$ cat config.mk
export PLATFORM = sky130hd
export DESIGN_NAME = dht_poll_ctrl
export DESIGN_NICKNAME = d
export VERILOG_FILES = /design/src/rtl/dht_poll_ctrl.sv
export SDC_FILE = /design/constraint.sdc
export NUM_CORES = 1
export LEC_CHECK = 0
export ABC_AREA = 1
export CAP_MARGIN = 20
export CORE_MARGIN = 2
export CORE_UTILIZATION = 51
export DETAILED_ROUTE_END_ITERATION = 10
export DONT_BUFFER_PORTS = 1
export PLACE_DENSITY_LB_ADDON = 0.12
export SLEW_MARGIN = 40
export SYNTH_ARGS = -nofsm -noshare
export SYNTH_HDL_FRONTEND = slang
export SYNTH_SLANG_ARGS = --single-unit
$ cat constraint.sdc
create_clock -name clk -period 9.7 [get_ports clk]
set_clock_uncertainty 0.1 [all_clocks]
set_input_delay 1.455 -clock clk [delete_from_list [all_inputs] [get_ports clk]]
set_output_delay 1.455 -clock clk [all_outputs]
set_load 0.01 [all_outputs]
$ cat src/rtl/dht_poll_ctrl.sv
// Poll scheduler and frame checker for the DHT11 single-wire reader.
// Starts reads periodically, validates frames, retries on failure and holds the last good sample.
module dht_poll_ctrl #(
    parameter int unsigned POLL_PERIOD = 200000000,
    parameter int unsigned RETRY_GAP   = 100000000,
    parameter int unsigned TIMEOUT     = 5000000,
    parameter int unsigned MAX_RETRIES = 3,
    parameter int unsigned CNT_W       = 28
) (
    input  logic        clk,
    input  logic        rst,
    input  logic        enable,
    input  logic        force_read,
    output logic        rd_start,
    input  logic [39:0] rd_data,
    input  logic        rd_ready,
    input  logic        rd_error,
    output logic [7:0]  hum_int,
    output logic [7:0]  hum_dec,
    output logic [7:0]  temp_int,
    output logic [7:0]  temp_dec,
    output logic        reading_valid,
    output logic        new_sample,
    output logic        read_failed,
    output logic        timeout_seen,
    output logic [7:0]  fail_cnt,
    output logic        busy
);

    localparam int unsigned RTY_W = 4;

    typedef enum logic [1:0] {
        S_WAIT  = 2'd0,
        S_START = 2'd1,
        S_BUSY  = 2'd2,
        S_CHECK = 2'd3
    } state_t;

    typedef struct packed {
        logic [7:0] h_int;
        logic [7:0] h_dec;
        logic [7:0] t_int;
        logic [7:0] t_dec;
        logic [7:0] csum;
    } frame_t;

    state_t             state, state_d;
    logic [CNT_W-1:0]   cnt, cnt_d;
    logic [RTY_W-1:0]   rty, rty_d;
    frame_t             frame_q, frame_d;
    logic [7:0]         hum_int_d, hum_dec_d, temp_int_d, temp_dec_d, fail_cnt_d;
    logic               valid_d, new_sample_d, read_failed_d, timeout_d;
    logic               rd_start_d, busy_d, fail_c;
    logic [7:0]         sum_c;

    assign sum_c = frame_q.h_int + frame_q.h_dec + frame_q.t_int + frame_q.t_dec;

    // Next-state, counter and output decisions; failures are resolved in the same cycle
    always_comb begin
        state_d       = state;
        cnt_d         = cnt;
        rty_d         = rty;
        frame_d       = frame_q;
        hum_int_d     = hum_int;
        hum_dec_d     = hum_dec;
        temp_int_d    = temp_int;
        temp_dec_d    = temp_dec;
        valid_d       = reading_valid;
        new_sample_d  = 1'b0;
        read_failed_d = read_failed;
        timeout_d     = timeout_seen;
        fail_cnt_d    = fail_cnt;
        fail_c        = 1'b0;

        case (state)
            S_WAIT: begin
                if (enable) begin
                    if (force_read || cnt == '0) state_d = S_START;
                    else                         cnt_d   = cnt - CNT_W'(1);
                end
            end
            S_START: begin
                cnt_d   = CNT_W'(TIMEOUT - 1);
                state_d = S_BUSY;
            end
            S_BUSY: begin
                if (rd_ready) begin
                    frame_d = rd_data;
                    state_d = S_CHECK;
                end else if (cnt == '0) begin
                    timeout_d = 1'b1;
                    fail_c    = 1'b1;
                end else begin
                    cnt_d = cnt - CNT_W'(1);
                end
            end
            S_CHECK: begin
                if (!rd_error && sum_c == frame_q.csum) begin
                    hum_int_d     = frame_q.h_int;
                    hum_dec_d     = frame_q.h_dec;
                    temp_int_d    = frame_q.t_int;
                    temp_dec_d    = frame_q.t_dec;
                    new_sample_d  = 1'b1;
                    valid_d       = 1'b1;
                    read_failed_d = 1'b0;
                    rty_d         = '0;
                    cnt_d         = CNT_W'(POLL_PERIOD - 1);
                    state_d       = S_WAIT;
                end else begin
                    fail_c = 1'b1;
                end
            end
            default: state_d = S_WAIT;
        endcase

        if (fail_c) begin
            if (fail_cnt != 8'hFF) fail_cnt_d = fail_cnt + 8'd1;
            if (rty < RTY_W'(MAX_RETRIES)) begin
                rty_d = rty + RTY_W'(1);
                cnt_d = CNT_W'(RETRY_GAP - 1);
            end else begin
                read_failed_d = 1'b1;
                rty_d         = '0;
                cnt_d         = CNT_W'(POLL_PERIOD - 1);
            end
            state_d = S_WAIT;
        end

        rd_start_d = (state_d == S_START);
        busy_d     = (state_d != S_WAIT);
    end

    always_ff @(posedge clk or negedge rst) begin
        if (!rst) begin
            state         <= S_WAIT;
            cnt           <= CNT_W'(POLL_PERIOD - 1);
            rty           <= '0;
            frame_q       <= '0;
            hum_int       <= '0;
            hum_dec       <= '0;
            temp_int      <= '0;
            temp_dec      <= '0;
            reading_valid <= 1'b0;
            new_sample    <= 1'b0;
            read_failed   <= 1'b0;
            timeout_seen  <= 1'b0;
            fail_cnt      <= '0;
            rd_start      <= 1'b0;
            busy          <= 1'b0;
        end else begin
            state         <= state_d;
            cnt           <= cnt_d;
            rty           <= rty_d;
            frame_q       <= frame_d;
            hum_int       <= hum_int_d;
            hum_dec       <= hum_dec_d;
            temp_int      <= temp_int_d;
            temp_dec      <= temp_dec_d;
            reading_valid <= valid_d;
            new_sample    <= new_sample_d;
            read_failed   <= read_failed_d;
            timeout_seen  <= timeout_d;
            fail_cnt      <= fail_cnt_d;
            rd_start      <= rd_start_d;
            busy          <= busy_d;
        end
    end

endmodule

# After elaboration in Yosys (flattened, before gate mapping)
# Index checks and enable logic that the tools add are counted.
[classes]
addsub = 6
order_cmp = 1
n_eq_ne = 11
muxes = 28
bitwise_logic = 1
n_reduce_logical = 14
[op_table]
columns = ["cell", "n"]
rows = [
  ["$mux W28", 7],
  ["$pmux W28 S4", 1],
  ["$logic_not A28 Y1", 1],
  ["$sub A28 B1 Y28 const B", 1],
  ["$add A8 B8 Y8", 3],
  ["$mux W4", 4],
  ["$ne A3 B3 Y1 const B", 5],
  ["$mux W2", 5],
  ["$mux W1", 9],
  ["$add A8 B1 Y8 const B", 1],
  ["$eq A8 B8 Y1", 1],
  ["$ne A8 B8 Y1 const B", 1],
  ["$pmux W2 S4", 1],
  ["$reduce_and A2 Y1", 4],
  ["$reduce_bool A2 Y1", 3],
  ["$reduce_and A5 Y1", 1],
  ["$add A4 B1 Y4 const B", 1],
  ["$eq A2 B1 Y1 const B", 2],
  ["$eq A2 B2 Y1 const B", 2],
  ["$lt A4 B2 Y1 const B", 1],
  ["$reduce_and A3 Y1", 1],
  ["$logic_not A2 Y1", 1],
  ["$pmux W1 S2", 1],
  ["$logic_and A1 B1 Y1", 1],
  ["other kinds (3)", 3],
]
[word_totals]
reg_bits = 120
inputBits = 46
output_inout_bits = 46
word_cells = 80

# Logic depth before layout (Yosys ltp)
# Gate-level depths: netlist of the first run.
[logic_depth]
word_depth = 9
mapped_depth = 21
depth_no_buf = 21

# Least setup slack after synthesis of the first run
# No wires, ideal clock.
[synth_timing]
path_type = "reg-to-reg"
from = "register frame_q[9] (netlist name)"
to = "register hum_dec[7]"
setup_ns = 0.130
arrival_ns = 3.285
required_ns = 9.470
setup_slack_ns = 6.185
path_stages_with_launch = 22
n_path_buf = 2
synth_period_minus_slack_ns = 3.515
path_cell_list = "dfrtp_1 -> fa_1 -> inv_1 -> fa_1 -> inv_1 -> ha_1 -> fa_1 -> inv_1 -> nand2_1 -> nand2_1 -> nor2_1 -> nand2_1 -> nor2_1 -> nand3_1 -> nor2_1 -> nand3_1 -> inv_2 -> nand2_2 -> buf_4 -> buf_4 -> nand2_1 -> o21ai_0"
[synth_via]
elab_chain_cells = 4
[synth_rtl]
columns = ["item", "line_no", "source"]
rows = [
  ["from (decl)", "50", "frame_t frame_q, frame_d;"],
  ["from (signal assigned)", "154", "frame_q <= frame_d;"],
  ["$add A8 B8 Y8", "56", "assign sum_c = frame_q.h_int + frame_q.h_dec + frame_q.t_int + frame_q.t_dec;"],
  ["$eq A8 B8 Y1", "98", "if (!rd_error && sum_c == frame_q.csum) begin"],
  ["$logic_and A1 B1 Y1", "98", ""],
  ["$reduce_and A2 Y1 (no line)", "n/a", ""],
  ["to (signal assigned)", "156", "hum_dec <= hum_dec_d;"],
  ["to (decl)", "19", "output logic [7:0] hum_dec,"],
]
# No other way between the ends.
# A chain may end at the register's enable or synchronous reset.

# Worst setup path after layout of the first run
[layout_timing]
from = "register frame_q[9] (netlist name)"
to = "register cnt[18]"
[layout_via]
elab_chain_cells = 7
elab_cells_between_ends = 12
cone_classes = "add/sub: 1; eq/ne: 6; mux: 3; reduce/logical: 2"
[layout_rtl]
columns = ["item", "line_no", "source"]
rows = [
  ["$add A8 B8 Y8 (*)", "56", ""],
  ["$eq A8 B8 Y1 (*)", "98", ""],
  ["$logic_and A1 B1 Y1 (*)", "98", ""],
  ["$mux W1", "98", ""],
  ["$pmux W1 S2", "75", "case (state)"],
  ["$ne A3 B3 Y1 (no line)", "n/a", ""],
  ["$reduce_and A5 Y1 (no line)", "n/a", ""],
  ["to (signal assigned)", "136", "cnt <= CNT_W'(POLL_PERIOD - 1);"],
  ["to (signal assigned)", "152", "cnt <= cnt_d;"],
  ["to (decl)", "48", "logic [CNT_W-1:0] cnt, cnt_d;"],
]
# Every way passes the cells marked *; elsewhere a longest branch is shown, timed or not.

==> qor.yml, run 1 <==
synth_warnings: 0
rrSetupSlack_ns: 5.61
cp_max_fo: 11
crit_family: "adder cells"
path_buf_inv: 3
finalMaxSlewViolations: 0
antenna_left: 0
diodes: 0
ir_drop_v: 0.0002325
ctsResizeCount: 0
grt_start_max_net_pins: 121
avgSynthCellArea_um2: 8.296
max_slew_margin_pct: 49.27
dr.pass1.iters: 5
synth.distinct_cells: 40
synth_area_leader_cell: "dfrtp_1"
synth.most_common_cell: "nand2_1"
ys.flop_type: "dfrtp_1"
met1_usage_pct: 33.07
root_buffer: "clkbuf_16"
die_y_um: 115.6
reg2reg_from: "frame_q[9]"
netlist_area_um2: 6355
ff2ff_path_depth: 21
worst_hold_path_type: "register to register"
grt_pass1_wl_um: 23530
crit_arrival_ns: 4.30
clk_latency_ns: 0.42
routabilityCongestion: 0.9718
required_ns: 9.91
drv_cap: 0
critPathKind: "register to register"
synth-seq-area-share_pct: 47.65
htreeDepth: 4
drt_iter0_drc: 294
grt_usage_pct: 23.08
synth_nets: 836
antenna_found_initial: 0
p_leak_uw: 0.003597
rsz0062_at_grt: "false"
wl_um: 14220
hold_start: "rty[3]"
powerDensity_nw_per_um2: 453.1
use_met2_pct: 33.37
portBuffers: 0
drive_above_1_share_pct: 11.74
rr_endpoint: "cnt[18]"
synth_cells: 766
place_hpwl_um: 9880
cp-start-kind: "register"
synth_edf_count: 0
numCtsBuffers: 17
timing.setup.tns_ns: 0
io_pins: 92
slowest_stage: "fa_1"
timing.fmax_ghz: 0.2444
wl_per_cell_um: 15.08
die-width_um: 115.6
clkSinkCount: 120
worst_pin_slew_ns: 0.7610
slowest_delay_ns: 0.55
top_usage_layer: "met2"
vias: 4931
yosysTopAreaCellShare_pct: 39.38
ctsHoldBuffers: 0
fin_util_pct: 58.62
initial_core_util_pct: 52.47
drc_errors: 0
crit_top_cell: "nand2_1"
finalSetupViolCount: 0
die-area_um2: 13370
grt-ovfl-total: 0
viasPerCell: 5.229
endpoint_kind: "register"
nets: 835
core_area_um2: 12110
n_fill_cell: 1105
synthTopCellsByArea: "dfrtp_1, nand2_1, dfstp_2"
hold_depth: 2
postSynth.asyncResetShare_pct: 100.0
min_to: "rty[3]"
finalHoldViolCount: 0
period_share_pct: 42.17
cp_cell_sequence: "fa_1 -> inv_1 -> fa_1 -> inv_1 -> ha_1 -> fa_1 -> inv_1 -> nand2_1 -> nand2_1 -> nor2_1 -> nand2_1 -> nor2_1 -> nand3_1 -> nor2_1 -> nand3_1 -> nand2_1 -> nand2_2 -> nand2_2 -> nand2_1 -> nand2_1 -> nand2_1"
clkTransAtPathRegs_ns: 0.05
layout_min_cycle_time_ns: 4.091
synth_common_cells: "nand2_1, dfrtp_1, inv_1"
status: "complete, no violations"
grt_pass1_vias: 4704
tritoncts: "built"
ys_ff_latch: 120
post_cts_buffers: 0
row_count: 40
syn2layout_area_growth_pct: 11.71
use_met3_pct: 8.054
ctsLongestPathBuffers: 2
## cell families after synthesis
logic type | after synthesis | synth area share, %
AO/OA/AOI/OAI | 104 | 8.683
multiplexers | 12 | 2.126
flip-flops | 120 | 47.65
buffers and inverters | 127 | 7.994
adder cells (fa/ha/maj) | 24 | 6.379
XOR/XNOR | 13 | 1.792
AND/OR/NAND/NOR | 366 | 25.38
## layer usage
metal	up-vias	part of all wire (%)
met5	-	0
met3	16	8.1
met4	0	1.2
met2	153	44
met1	2335	47
li1	2427	-
## tightest hold or removal path, cell delays in order, from the launching register on
cell,delay [ns]
dfrtp_1,0.34
nand2_1,0.05
inv_1,0.04
## flip-flops by register name, indices dropped and copies added, names as in the netlist
name	cells
busy	1
cnt	28
fail_cnt	8
frame_q	40
hum_dec	8
hum_int	8
new_sample	1
rd_start	1
read_failed	1
reading_valid	1
rty	4
state	2
temp_dec	8
temp_int	8
timeout_seen	1
## how the worst max path moves through the flow
stage               endpoint  startpoint  cells past startpoint  slack [ns]
3_3_place_gp   reading_valid  frame_q[9]                     17        5.47
6_report             cnt[18]  frame_q[9]                     21        5.61
4_1_cts              cnt[18]  frame_q[9]                     21        5.65
5_1_grt        reading_valid  frame_q[9]                     17        5.38
2_1_floorplan     hum_dec[7]  frame_q[9]                     21        6.18
3_5_place_dp         cnt[18]  frame_q[9]                     21        5.66
## area by class of cell
type | count | area (µm²) | share of cell area (%)
clock buffers | 22 | 484.2 | 6.821
repair buffers | 1 | 7.507 | 0.1057
well taps | 168 | 210.2 | 2.961
flip-flops and latches | 120 | 3028 | 42.65
multi-input cells | 519 | 2829 | 39.85
clock inverters | 7 | 142.6 | 2.009
inverters | 106 | 397.9 | 5.605
## power by group
| group | leakage (µW) | total, µW | internal [µW] | switching (µW) |
|---|---|---|---|---|
| Clock | 0.000308 | 675 | 453 | 222 |
| Combinational | 0.00183 | 1630 | 617 | 1010 |
| Sequential | 0.00146 | 912 | 716 | 196 |
| Total | 0.00360 | 3220 | 1790 | 1430 |
## cell usage in the layout (no fill, tap or decap), types with 2 or more instances in the layout
cell type / netlist / layout
clkinv_4: 0 / 2
a21oi_1: 37 / 37
clkbuf_16: 0 / 17
fa_1: 14 / 14
bufinv_16: 0 / 4
dfrtp_1: 100 / 100
nand3_2: 2 / 2
mux2_2: 12 / 12
o211ai_1: 2 / 2
o21ai_2: 2 / 2
inv_2: 5 / 5
o21ai_0: 47 / 47
nand3b_1: 5 / 5
nand2_2: 5 / 5
nand4_1: 12 / 12
nor3_1: 6 / 6
o31ai_1: 4 / 4
xnor2_1: 5 / 5
xor2_1: 8 / 8
o21ai_1: 9 / 9
nand3_1: 53 / 53
nor2_2: 6 / 7
nor2_4: 2 / 2
o21a_1: 2 / 2
clkbuf_8: 0 / 4
or2_2: 3 / 3
inv_1: 100 / 100
dfstp_2: 20 / 20
ha_1: 10 / 10
nor2_1: 80 / 79
nand2_1: 186 / 185
## stage by stage
stage | instances | instance area [µm²] | worst slack, ns | hold slack [ns] | power [µW]
floorplan | 766 | 6355 | 6.185 | 0.3368 | 2156
global placement | 914 | 6465 | 5.469 | 0.3498 | 2483
detailed placement | 914 | 6472 | 5.659 | 0.3537 | 2531
CTS | 943 | 7099 | 5.648 | 0.3691 | 3235
global route | 943 | 7099 | 5.379 | 0.3878 | 3536
finish | 943 | 7099 | 5.609 | 0.3692 | 3216
No activity file was read; power rests on OpenSTA's default activity.
==> run 2: changes to the inputs <==
Clock period 9.7 ns to 3.4 ns, I/O delays scaled along.
==> run 2 against run 1 <==
  * The flow now finishes with violations (setup timing)
  * Critical endpoint is now hum_dec[6]
  * Non-clock buffer count up 16
  * Clock power rose to 2.6 times the previous value
  * Critical path type unchanged
  * Count of clock-buffer cells in the layout up 2
  * Utilization up 3.0 points
==> qor.yml, run 2 (synthesis results as in run 1) <==
status: "finished with violations"
violations: "setup timing"
syn2layout_area_growth_pct: 17.46
portBuffers: 0
row_count: 40
cp_max_fo: 10
timing.fmax_ghz: 0.2754
place_hpwl_um: 10070
largestRegisters: "frame_q x40, cnt x28"
tritoncts: "built"
final_cell_mix: "nand2_1, dfrtp_1, inv_1"
die-area_um2: 13370
wl_per_cell_um: 15.22
viasPerCell: 5.263
drc_errors: 0
drive_above_1_share_pct: 19.14
required_ns: 3.59
use_met3_pct: 6.904
wl_um: 14640
slowest_stage: "fa_1"
cp_cell_sequence: "fa_1 -> inv_2 -> fa_1 -> inv_1 -> ha_2 -> fa_1 -> inv_1 -> nand2_1 -> nand2_1 -> nor2_1 -> nand2_1 -> nor2_2 -> nand3_1 -> nor2_1 -> nand3_1 -> inv_2 -> nand2_8 -> clkbuf_16 -> nand2_2 -> o21ai_1"
antenna_left: 0
vias: 5063
die_y_um: 115.6
drv_cap: 0
holdWs_ns: 0.1470
htreeDepth: 4
p_leak_uw: 0.003741
worst_pin_slew_ns: 0.7633
grt_start_max_net_pins: 121
grt_usage_pct: 23.42
numCtsBuffers: 17
grt_pass1_wl_um: 24400
endpoint_kind: "register"
grt-ovfl-total: 0
routabilityCongestion: 0.8805
finalSetupViolCount: 55
ir_drop_v: 0.0008146
max_slew_margin_pct: 49.12
layout_min_cycle_time_ns: 3.631
io_pins: 92
ff2ff_path_depth: 20
regMostFlops: "frame_q"
antenna_found_initial: 0
n_fill_cell: 1062
grt_pass1_vias: 5122
largest_reg_flops: 40
top_usage_layer: "met2"
dr.pass1.iters: 5
finalWorstSetupSlack_ns: -0.2309
critPathKind: "register to register"
finalMaxSlewViolations: 0
place_inst: 924
initial_core_util_pct: 52.47
timing.setup.tns_ns: -10.16
cp-start-kind: "register"
ctsLongestPathBuffers: 2
clk_latency_ns: 0.41
root_buffer: "clkbuf_16"
core_area_um2: 12110
met1_usage_pct: 31.50
use_met2_pct: 36.69
rsz0062_at_grt: "true"
clkSinkCount: 120
drt_iter0_drc: 262
nets: 852
crit_arrival_ns: 3.82
clkTransAtPathRegs_ns: 0.06
worst_hold_path_type: "input port to register"
finalHoldViolCount: 0
fin_cells: 962
final_common_cell: "nand2_1"
die-width_um: 115.6
hold_depth: 1
period_share_pct: 106.8
power_uw: 9292
diodes: 0
powerDensity_nw_per_um2: 1245
slowest_delay_ns: 0.55
run 2: cell count changes in the layout (fill, tap and decap cells not counted), moves of 3 or more:
cell     delta
nand2_1    -32
nand2_2    +28
o21ai_0    -19
o21ai_1    +11
o21ai_2     +8
buf_4       +6
buf_12      +3
nand2_4     +3
run 2: where the power goes:
part	switching (µW)	total [µW]	internal, µW
clock network	617	1770	1150
logic	3010	4910	1900
registers	569	2610	2040
run 2: worst paths after layout:
kind	start	slack [ns]	endpoint
min reg2reg	rty[3]	0.37	rty[3]
max reg2reg	frame_q[9]	-0.23	hum_dec[6]
min	rd_data[6]	0.15	frame_q[6]
max	frame_q[9]	-0.23	hum_dec[6]
max in group asynchronous	rst	2.13	temp_int[6]
min in group asynchronous	rst	0.63	temp_dec[4]
run 2: critical path: cells and delay by family (launching register included):
family          cells  cell delay [ns]
fa+ha+maj           4             1.72
flops               1             0.40
simple gates       10             0.79
buf+inv             5             0.45
compound gates      1             0.06
run 2: cell type report:
class / count / area, µm² / share of cell area, %
Clock buffer: 24 / 491.7 / 6.587
Multi-Input combinational cell: 520 / 3004 / 40.24
Inverter: 106 / 400.4 / 5.364
Clock inverter: 7 / 92.59 / 1.240
Sequential cell: 120 / 3028 / 40.56
Timing Repair Buffer: 17 / 237.7 / 3.185
Tap cell: 168 / 210.2 / 2.816
run 2: what timing repair did:
| item | CTS | global route |
|---|---|---|
| setup endpoints to repair | 55 | 56 |
| pin swaps | 3 | 3 |
| hold buffers | 2 | 0 |
| gates resized for setup | 17 | 63 |
| buffers inserted | 2 | 0 |
| cloned | 1 | 2 |
| endpoints found under the hold margin | 120 | 0 |
run 2: per-stage QoR:
step	worst slack (ns)	util, %	area (µm²)
5_1_grt	-0.4994	61.63	7465
3_5_place_dp	-0.3261	54.15	6559
6_report	-0.2309	61.63	7465
2_1_floorplan	-0.04749	-	6385
3_3_place_gp	-0.2275	54.15	6559
4_1_cts	-0.2319	60.04	7272
run 2: metal layers:
metal,wire length [µm],up-vias
met4,176,0
met3,935,15
met5,0,-
met1,6671,2443
met2,6859,142
li1,-,2463
